==> src/rtl/param_stream_loader.sv <==
// param_stream_loader: framed byte-stream parameter loader driving a generic segment/address write port
module param_stream_loader #(
    parameter int NUM_SEG = 6,
    parameter int ADDR_W = 13,
    parameter logic [NUM_SEG*16-1:0] SEG_LEN = {16'd10, 16'd8000, 16'd32, 16'd4608, 16'd16, 16'd144},
    parameter logic [NUM_SEG*3-1:0] SEG_BYTES = {3'd4, 3'd1, 3'd4, 3'd1, 3'd4, 3'd1},
    parameter logic [NUM_SEG*ADDR_W-1:0] SEG_BASE = {ADDR_W'(0), ADDR_W'(0), ADDR_W'(16), ADDR_W'(144), ADDR_W'(0), ADDR_W'(0)},
    parameter int TIMEOUT_CYC = 1000000,
    parameter logic [7:0] SYNC0 = 8'hA5,
    parameter logic [7:0] SYNC1 = 8'h5A,
    localparam int SEG_W = (NUM_SEG > 1) ? $clog2(NUM_SEG) : 1
) (
    input  logic              clk,
    input  logic              rst,
    input  logic [7:0]        rx_data,
    input  logic              rx_ready,
    output logic              wr_en,
    output logic [SEG_W-1:0]  wr_seg,
    output logic [ADDR_W-1:0] wr_addr,
    output logic [31:0]       wr_data,
    output logic              busy,
    output logic              transfer_done,
    output logic              error,
    output logic [1:0]        err_code,
    output logic [15:0]       progress
);
    localparam int SC_W = $clog2(NUM_SEG + 1);
    localparam int IW = (TIMEOUT_CYC > 1) ? $clog2(TIMEOUT_CYC + 1) : 1;

    typedef enum logic [2:0] {IDLE, SYNC, LOAD, CHECK, DONE, ERR} state_t;

    function automatic logic [15:0] seg_len(input int s);
        return SEG_LEN[s*16 +: 16];
    endfunction

    function automatic logic [2:0] seg_bytes(input int s);
        return SEG_BYTES[s*3 +: 3];
    endfunction

    function automatic logic [ADDR_W-1:0] seg_base(input int s);
        return SEG_BASE[s*ADDR_W +: ADDR_W];
    endfunction

    // First non-empty segment at or after 'from'; NUM_SEG when none remain
    function automatic logic [SC_W-1:0] first_seg(input int from);
        logic [SC_W-1:0] r;
        r = SC_W'(NUM_SEG);
        for (int i = NUM_SEG - 1; i >= 0; i--)
            if (i >= from && seg_len(i) != 16'd0) r = SC_W'(i);
        return r;
    endfunction

    function automatic logic [31:0] sext(input logic [31:0] v, input logic [2:0] n);
        return (n == 3'd1) ? {{24{v[7]}}, v[7:0]} :
               (n == 3'd2) ? {{16{v[15]}}, v[15:0]} :
               (n == 3'd3) ? {{8{v[23]}}, v[23:0]} : v;
    endfunction

    state_t            state_q, state_d;
    logic [SC_W-1:0]   seg_q, seg_d, nxt, first;
    int                cur;
    logic [15:0]       elem_q, elem_d;
    logic [1:0]        k_q, k_d;
    logic [31:0]       asm_q, asm_d, merged;
    logic [2:0]        nb;
    logic [15:0]       csum_q, csum_d;
    logic [7:0]        trl_lo_q, trl_lo_d;
    logic              trl_got_q, trl_got_d;
    logic [IW-1:0]     idle_q, idle_d;
    logic [15:0]       progress_q, progress_d;
    logic              wr_en_q, wr_en_d;
    logic [SEG_W-1:0]  wr_seg_q, wr_seg_d;
    logic [ADDR_W-1:0] wr_addr_q, wr_addr_d;
    logic [31:0]       wr_data_q, wr_data_d;
    logic              done_q, done_d, error_q, error_d;
    logic [1:0]        err_code_q, err_code_d;

    assign busy = (state_q == SYNC) || (state_q == LOAD) || (state_q == CHECK);
    assign wr_en = wr_en_q;
    assign wr_seg = wr_seg_q;
    assign wr_addr = wr_addr_q;
    assign wr_data = wr_data_q;
    assign transfer_done = done_q;
    assign error = error_q;
    assign err_code = err_code_q;
    assign progress = progress_q;

    always_comb begin
        cur = (seg_q < SC_W'(NUM_SEG)) ? int'(seg_q) : 0;
        nb = seg_bytes(cur);
        merged = asm_q | (32'(rx_data) << {k_q, 3'b000});
        nxt = first_seg(cur + 1);
        first = first_seg(0);
        state_d = state_q;
        seg_d = seg_q;
        elem_d = elem_q;
        k_d = k_q;
        asm_d = asm_q;
        csum_d = csum_q;
        trl_lo_d = trl_lo_q;
        trl_got_d = trl_got_q;
        idle_d = (busy && !rx_ready) ? idle_q + IW'(1) : '0;
        progress_d = progress_q;
        wr_en_d = 1'b0;
        wr_seg_d = wr_seg_q;
        wr_addr_d = wr_addr_q;
        wr_data_d = wr_data_q;
        done_d = done_q;
        error_d = error_q;
        err_code_d = err_code_q;
        if (busy && !rx_ready && idle_q == IW'(TIMEOUT_CYC - 1)) begin
            state_d = ERR;
            error_d = 1'b1;
            err_code_d = 2'd1;
            k_d = '0;
            asm_d = '0;
            idle_d = '0;
        end else if (rx_ready) begin
            case (state_q)
                IDLE: state_d = (rx_data == SYNC0) ? SYNC : IDLE;
                SYNC: begin
                    if (rx_data == SYNC1) begin
                        state_d = (first == SC_W'(NUM_SEG)) ? CHECK : LOAD;
                        seg_d = first;
                        elem_d = '0;
                        k_d = '0;
                        asm_d = '0;
                        csum_d = '0;
                        progress_d = '0;
                        trl_got_d = 1'b0;
                    end else if (rx_data != SYNC0) begin
                        state_d = IDLE;
                    end
                end
                LOAD: begin
                    csum_d = csum_q + {8'd0, rx_data};
                    progress_d = (progress_q == 16'hFFFF) ? progress_q : progress_q + 16'd1;
                    if (k_q == 2'(nb - 3'd1)) begin
                        k_d = '0;
                        asm_d = '0;
                        wr_en_d = 1'b1;
                        wr_seg_d = SEG_W'(cur);
                        wr_addr_d = seg_base(cur) + ADDR_W'(elem_q);
                        wr_data_d = sext(merged, nb);
                        elem_d = (elem_q + 16'd1 == seg_len(cur)) ? 16'd0 : elem_q + 16'd1;
                        seg_d = (elem_q + 16'd1 == seg_len(cur)) ? nxt : seg_q;
                        state_d = (elem_q + 16'd1 == seg_len(cur) && nxt == SC_W'(NUM_SEG)) ? CHECK : LOAD;
                    end else begin
                        k_d = k_q + 2'd1;
                        asm_d = merged;
                    end
                end
                CHECK: begin
                    if (!trl_got_q) begin
                        trl_lo_d = rx_data;
                        trl_got_d = 1'b1;
                    end else if ({rx_data, trl_lo_q} == csum_q) begin
                        state_d = DONE;
                        done_d = 1'b1;
                    end else begin
                        state_d = ERR;
                        error_d = 1'b1;
                        err_code_d = 2'd2;
                    end
                end
                DONE, ERR: begin
                    if (rx_data == SYNC0) begin
                        state_d = SYNC;
                        done_d = 1'b0;
                        error_d = 1'b0;
                        err_code_d = 2'd0;
                    end
                end
                default: state_d = IDLE;
            endcase
        end
    end

    always_ff @(posedge clk) begin
        if (rst) begin
            state_q <= IDLE;
            seg_q <= '0;
            elem_q <= '0;
            k_q <= '0;
            asm_q <= '0;
            csum_q <= '0;
            trl_lo_q <= '0;
            trl_got_q <= 1'b0;
            idle_q <= '0;
            progress_q <= '0;
            wr_en_q <= 1'b0;
            wr_seg_q <= '0;
            wr_addr_q <= '0;
            wr_data_q <= '0;
            done_q <= 1'b0;
            error_q <= 1'b0;
            err_code_q <= '0;
        end else begin
            state_q <= state_d;
            seg_q <= seg_d;
            elem_q <= elem_d;
            k_q <= k_d;
            asm_q <= asm_d;
            csum_q <= csum_d;
            trl_lo_q <= trl_lo_d;
            trl_got_q <= trl_got_d;
            idle_q <= idle_d;
            progress_q <= progress_d;
            wr_en_q <= wr_en_d;
            wr_seg_q <= wr_seg_d;
            wr_addr_q <= wr_addr_d;
            wr_data_q <= wr_data_d;
            done_q <= done_d;
            error_q <= error_d;
            err_code_q <= err_code_d;
        end
    end
endmodule

==> config.mk <==
export PLATFORM = sky130hd
export DESIGN_NAME = param_stream_loader
export DESIGN_NICKNAME = d
export VERILOG_FILES = /design/src/rtl/param_stream_loader.sv
export SDC_FILE = /design/constraint.sdc
export NUM_CORES = 1
export LEC_CHECK = 0
export CORE_ASPECT_RATIO = 0.5
export CORE_UTILIZATION = 32
export CTS_CLUSTER_SIZE = 10
export DETAILED_ROUTE_END_ITERATION = 8
export PLACE_DENSITY = 0.57
export SKIP_CTS_REPAIR_TIMING = 1
export SLEW_MARGIN = 40
export SYNTH_ARGS = -nofsm -noshare
export SYNTH_HDL_FRONTEND = slang
export SYNTH_SLANG_ARGS = --single-unit
==> constraint.sdc <==
create_clock -name clk -period 3.2 [get_ports clk]
set_input_delay 0.48 -clock clk [delete_from_list [all_inputs] [get_ports clk]]
set_output_delay 0.48 -clock clk [all_outputs]
set_load 0.01 [all_outputs]
==> reports/metrics.cfg <==
[synth]
ys.flop_type=dfxtp_1
syn_area_um2=8410
syn_area_per_cell_um2=7.98
yosys_warnings=0
ys_ff_latch=170
post_synth_num_cell_types=66
synth-edff-count=0
synth_cells=1054
synth_nets=1085
async_reset_ff_frac=0
ys_seq_area_frac=0.405

[worst_setup_path]
start_kind=flip-flop
cp-end-kind=flip-flop
critPathMaxStageDelay_ps=530
required_ps=3550
crit_type=flip-flop to flip-flop
ff2ff_path_depth=12
crit_family=simple AND/OR/NAND/NOR gates
path_depth=12
arrival_ps=3370
crit_start=seg_q[1]$_SDFFE_PP0P_
path_common_cell=ha_1
r2r_start=seg_q[1]$_SDFFE_PP0P_
endpoint=state_q[0]$_SDFFE_PP0P_
critPathBufInv=0
reg2reg_slack_ps=180
slowest_stage=or4_4
cp_cell_sequence=ha_1 -> nor2b_1 -> and2_1 -> ha_1 -> xnor2_1 -> a21boi_0 -> o221ai_1 -> nor4_2 -> o31a_2 -> nand2_2 -> or4_4 -> a221oi_2
path_max_fanout=6
r2r_end=state_q[0]$_SDFFE_PP0P_

[min_path]
min_path_cells=2
hold_path.class=flip-flop to flip-flop

[power_and_ir_drop]
seqPwrFrac=0.479
leakage_nw=3.56
p_clk_frac=0.488
comb_power_share=0.033
powerDensity_nw_per_um2=429
peakVddDrop_v=0.000344
intPower_mw=3.43
power_switching_mw=1.00
switching_share=0.226

[placed_design]
dp_hpwl_um=15900
preCtsSetupSlack_ps=69.5
place.port_buffers=80
place.gp.congestion=0.899

[sta]
finalHoldViolCount=0
fin_worst_skew_ps=12.9
slew_viol_final=0
slew_headroom=0.507
fin_ws_ps=181
timing.final.crit_share=0.943
tns_ps=0
rsz0062_at_grt=false
max_freq_mhz=331
fin_crit_ps=3020
setup_viol=0
worst_pin_slew_ps=738

[floorplanning]
rows=41
fp.dieArea_um2=27000
chipHeight_um=117
coreArea_um2=25500
floorplan.initialDensity=0.330
ios=81
die_x_um=231

[clock_network]
clk_latency_ps=440
cts_root_buf=clkbuf_16
path_clk_slew_ps=70
tritoncts.num_buffers=17
clock_sinks=170
cts_tree=done
cts_htree_levels=4
clockBufferDepth=2

[flow_run]
maxCapViolCount=0

[cells_and_area]
nets=1157
diodes=0
nFillCells=2543
final_core_util=0.405
drive_gt1_frac=0.0904
syn_to_final_growth_pct=22.7

[global_routing]
grt_max_degree=67
grt_pass1_vias=7140
antenna_found_initial=0
grt_pass1_wl_um=37200
grt_use_total=0.173
overflow=0

[outcome]
outcome=finished clean

[detailed_routing]
drc=0
routedWlPerCell_um=15.5
drtPass1Iterations=5
viasPerCell=5.13
drt_wl_total_um=23000
drt_iter0_markers=579
via_count=7606
ant_nets=0

-- cells in the mapped netlist, types with 16 or more instances --
master / number / area [µm²]
nor2_1: 162 / 608
xnor2_1: 49 / 429
dfxtp_1: 170 / 3400
xor2_1: 30 / 263
ha_1: 19 / 238
clkbuf_1: 56 / 210
inv_1: 17 / 63.8
nand3_1: 38 / 190
nor3_1: 54 / 270
nand4_1: 16 / 100
nand2_1: 81 / 304
o21ai_0: 27 / 135
a211oi_1: 40 / 300
a21oi_1: 133 / 666
-- tightest hold or removal path: stages, from the launching register on --
cell and delay [ps]:
dfxtp_1 310, nand2_1 50, a21oi_1 50
-- layout make-up --
type | count | area (µm²) | area share
multi-input combinational | 791 | 4640 | 0.449
sequential | 170 | 3400 | 0.330
timing repair buffer | 129 | 1180 | 0.114
clock buffer | 20 | 447 | 0.0433
tap | 344 | 430 | 0.0417
clock inverter | 12 | 164 | 0.0159
inverter | 17 | 63.8 | 0.00618
-- registers in the layout, indices dropped and copies added (netlist names), 2 cells and up --
register	cells
elem_q	16
progress	16
state_q	3
wr_seg	3
k_q	2
err_code	2
wr_data	32
seg_q	3
csum_q	16
wr_addr	13
asm_q	32
trl_lo_q	8
idle_q	20
-- metal layers --
layer | wire (µm) | share of wire | vias to the layer above | track usage
met3 | 767 | 0.033 | 23 | 0.0342
met4 | 333 | 0.015 | 0 | 0.0534
met1 | 10900 | 0.48 | 3622 | 0.224
met5 | 0 | 0 | - | 0
li1 | - | - | 3838 | -
met2 | 10900 | 0.48 | 123 | 0.292
-- cells by family (layout without fill, tap and decap cells) --
group / Yosys count / in the layout / share of synthesized area
AND/OR/NAND/NOR: 443 / 443 / 0.258
AO/OA/AOI/OAI: 240 / 240 / 0.169
flip-flops: 170 / 170 / 0.405
buffers and inverters: 93 / 178 / 0.0446
XOR/XNOR: 79 / 79 / 0.0823
adder cells (fa/ha/maj): 20 / 20 / 0.0307
multiplexers: 9 / 9 / 0.0109
-- layout by cell type, fill, tap and decap left out, types with 19 or more instances in the layout --
cell type        netlist  layout
a211oi_1              40      40
a21oi_1              133     133
buf_4                  4      48
clkdlybuf4s50_1        0      79
dfxtp_1              170     170
ha_1                  19      19
nand2_1               81      81
nand3_1               38      38
nor2_1               162     161
nor3_1                54      54
o21ai_0               27      27
xnor2_1               49      49
xor2_1                30      30
-- through the flow --
| stage | area (µm²) | total power, mW | cells | hold slack, ps |
|---|---|---|---|---|
| finish | 10300 | 4.43 | 1483 | 458 |
| global placement | 9710 | 2.32 | 1451 | 439 |
| floorplan | 8410 | 2.26 | 1054 | 426 |
| CTS | 10300 | 4.49 | 1483 | 458 |
| global route | 10300 | 4.59 | 1483 | 474 |
| detailed placement | 9710 | 2.32 | 1451 | 449 |
-- power by group through the flow --
stage,sequential [mW],combinational (mW),clock [mW]
floorplan,2.17,0.0865,0
global placement,2.17,0.144,0
detailed placement,2.17,0.146,0
CTS,2.12,0.146,2.22
global route,2.12,0.157,2.31
finish,2.12,0.146,2.16
-- worst min-delay path by stage --
stage	to	slack (ps)	from
after floorplan	idle_q[0]$_SDFF_PP0_	430	idle_q[0]$_SDFF_PP0_
after global routing	wr_addr[4]$_SDFFE_PP0P_	470	wr_addr[4]$_SDFFE_PP0P_
final	wr_seg[1]$_SDFFE_PP0P_	460	wr_seg[1]$_SDFFE_PP0P_
after detailed placement	wr_addr[4]$_SDFFE_PP0P_	450	wr_addr[4]$_SDFFE_PP0P_
after CTS	wr_addr[4]$_SDFFE_PP0P_	460	wr_addr[4]$_SDFFE_PP0P_
after global placement	idle_q[0]$_SDFF_PP0_	440	idle_q[0]$_SDFF_PP0_
Power figures use the tool's default switching activity.
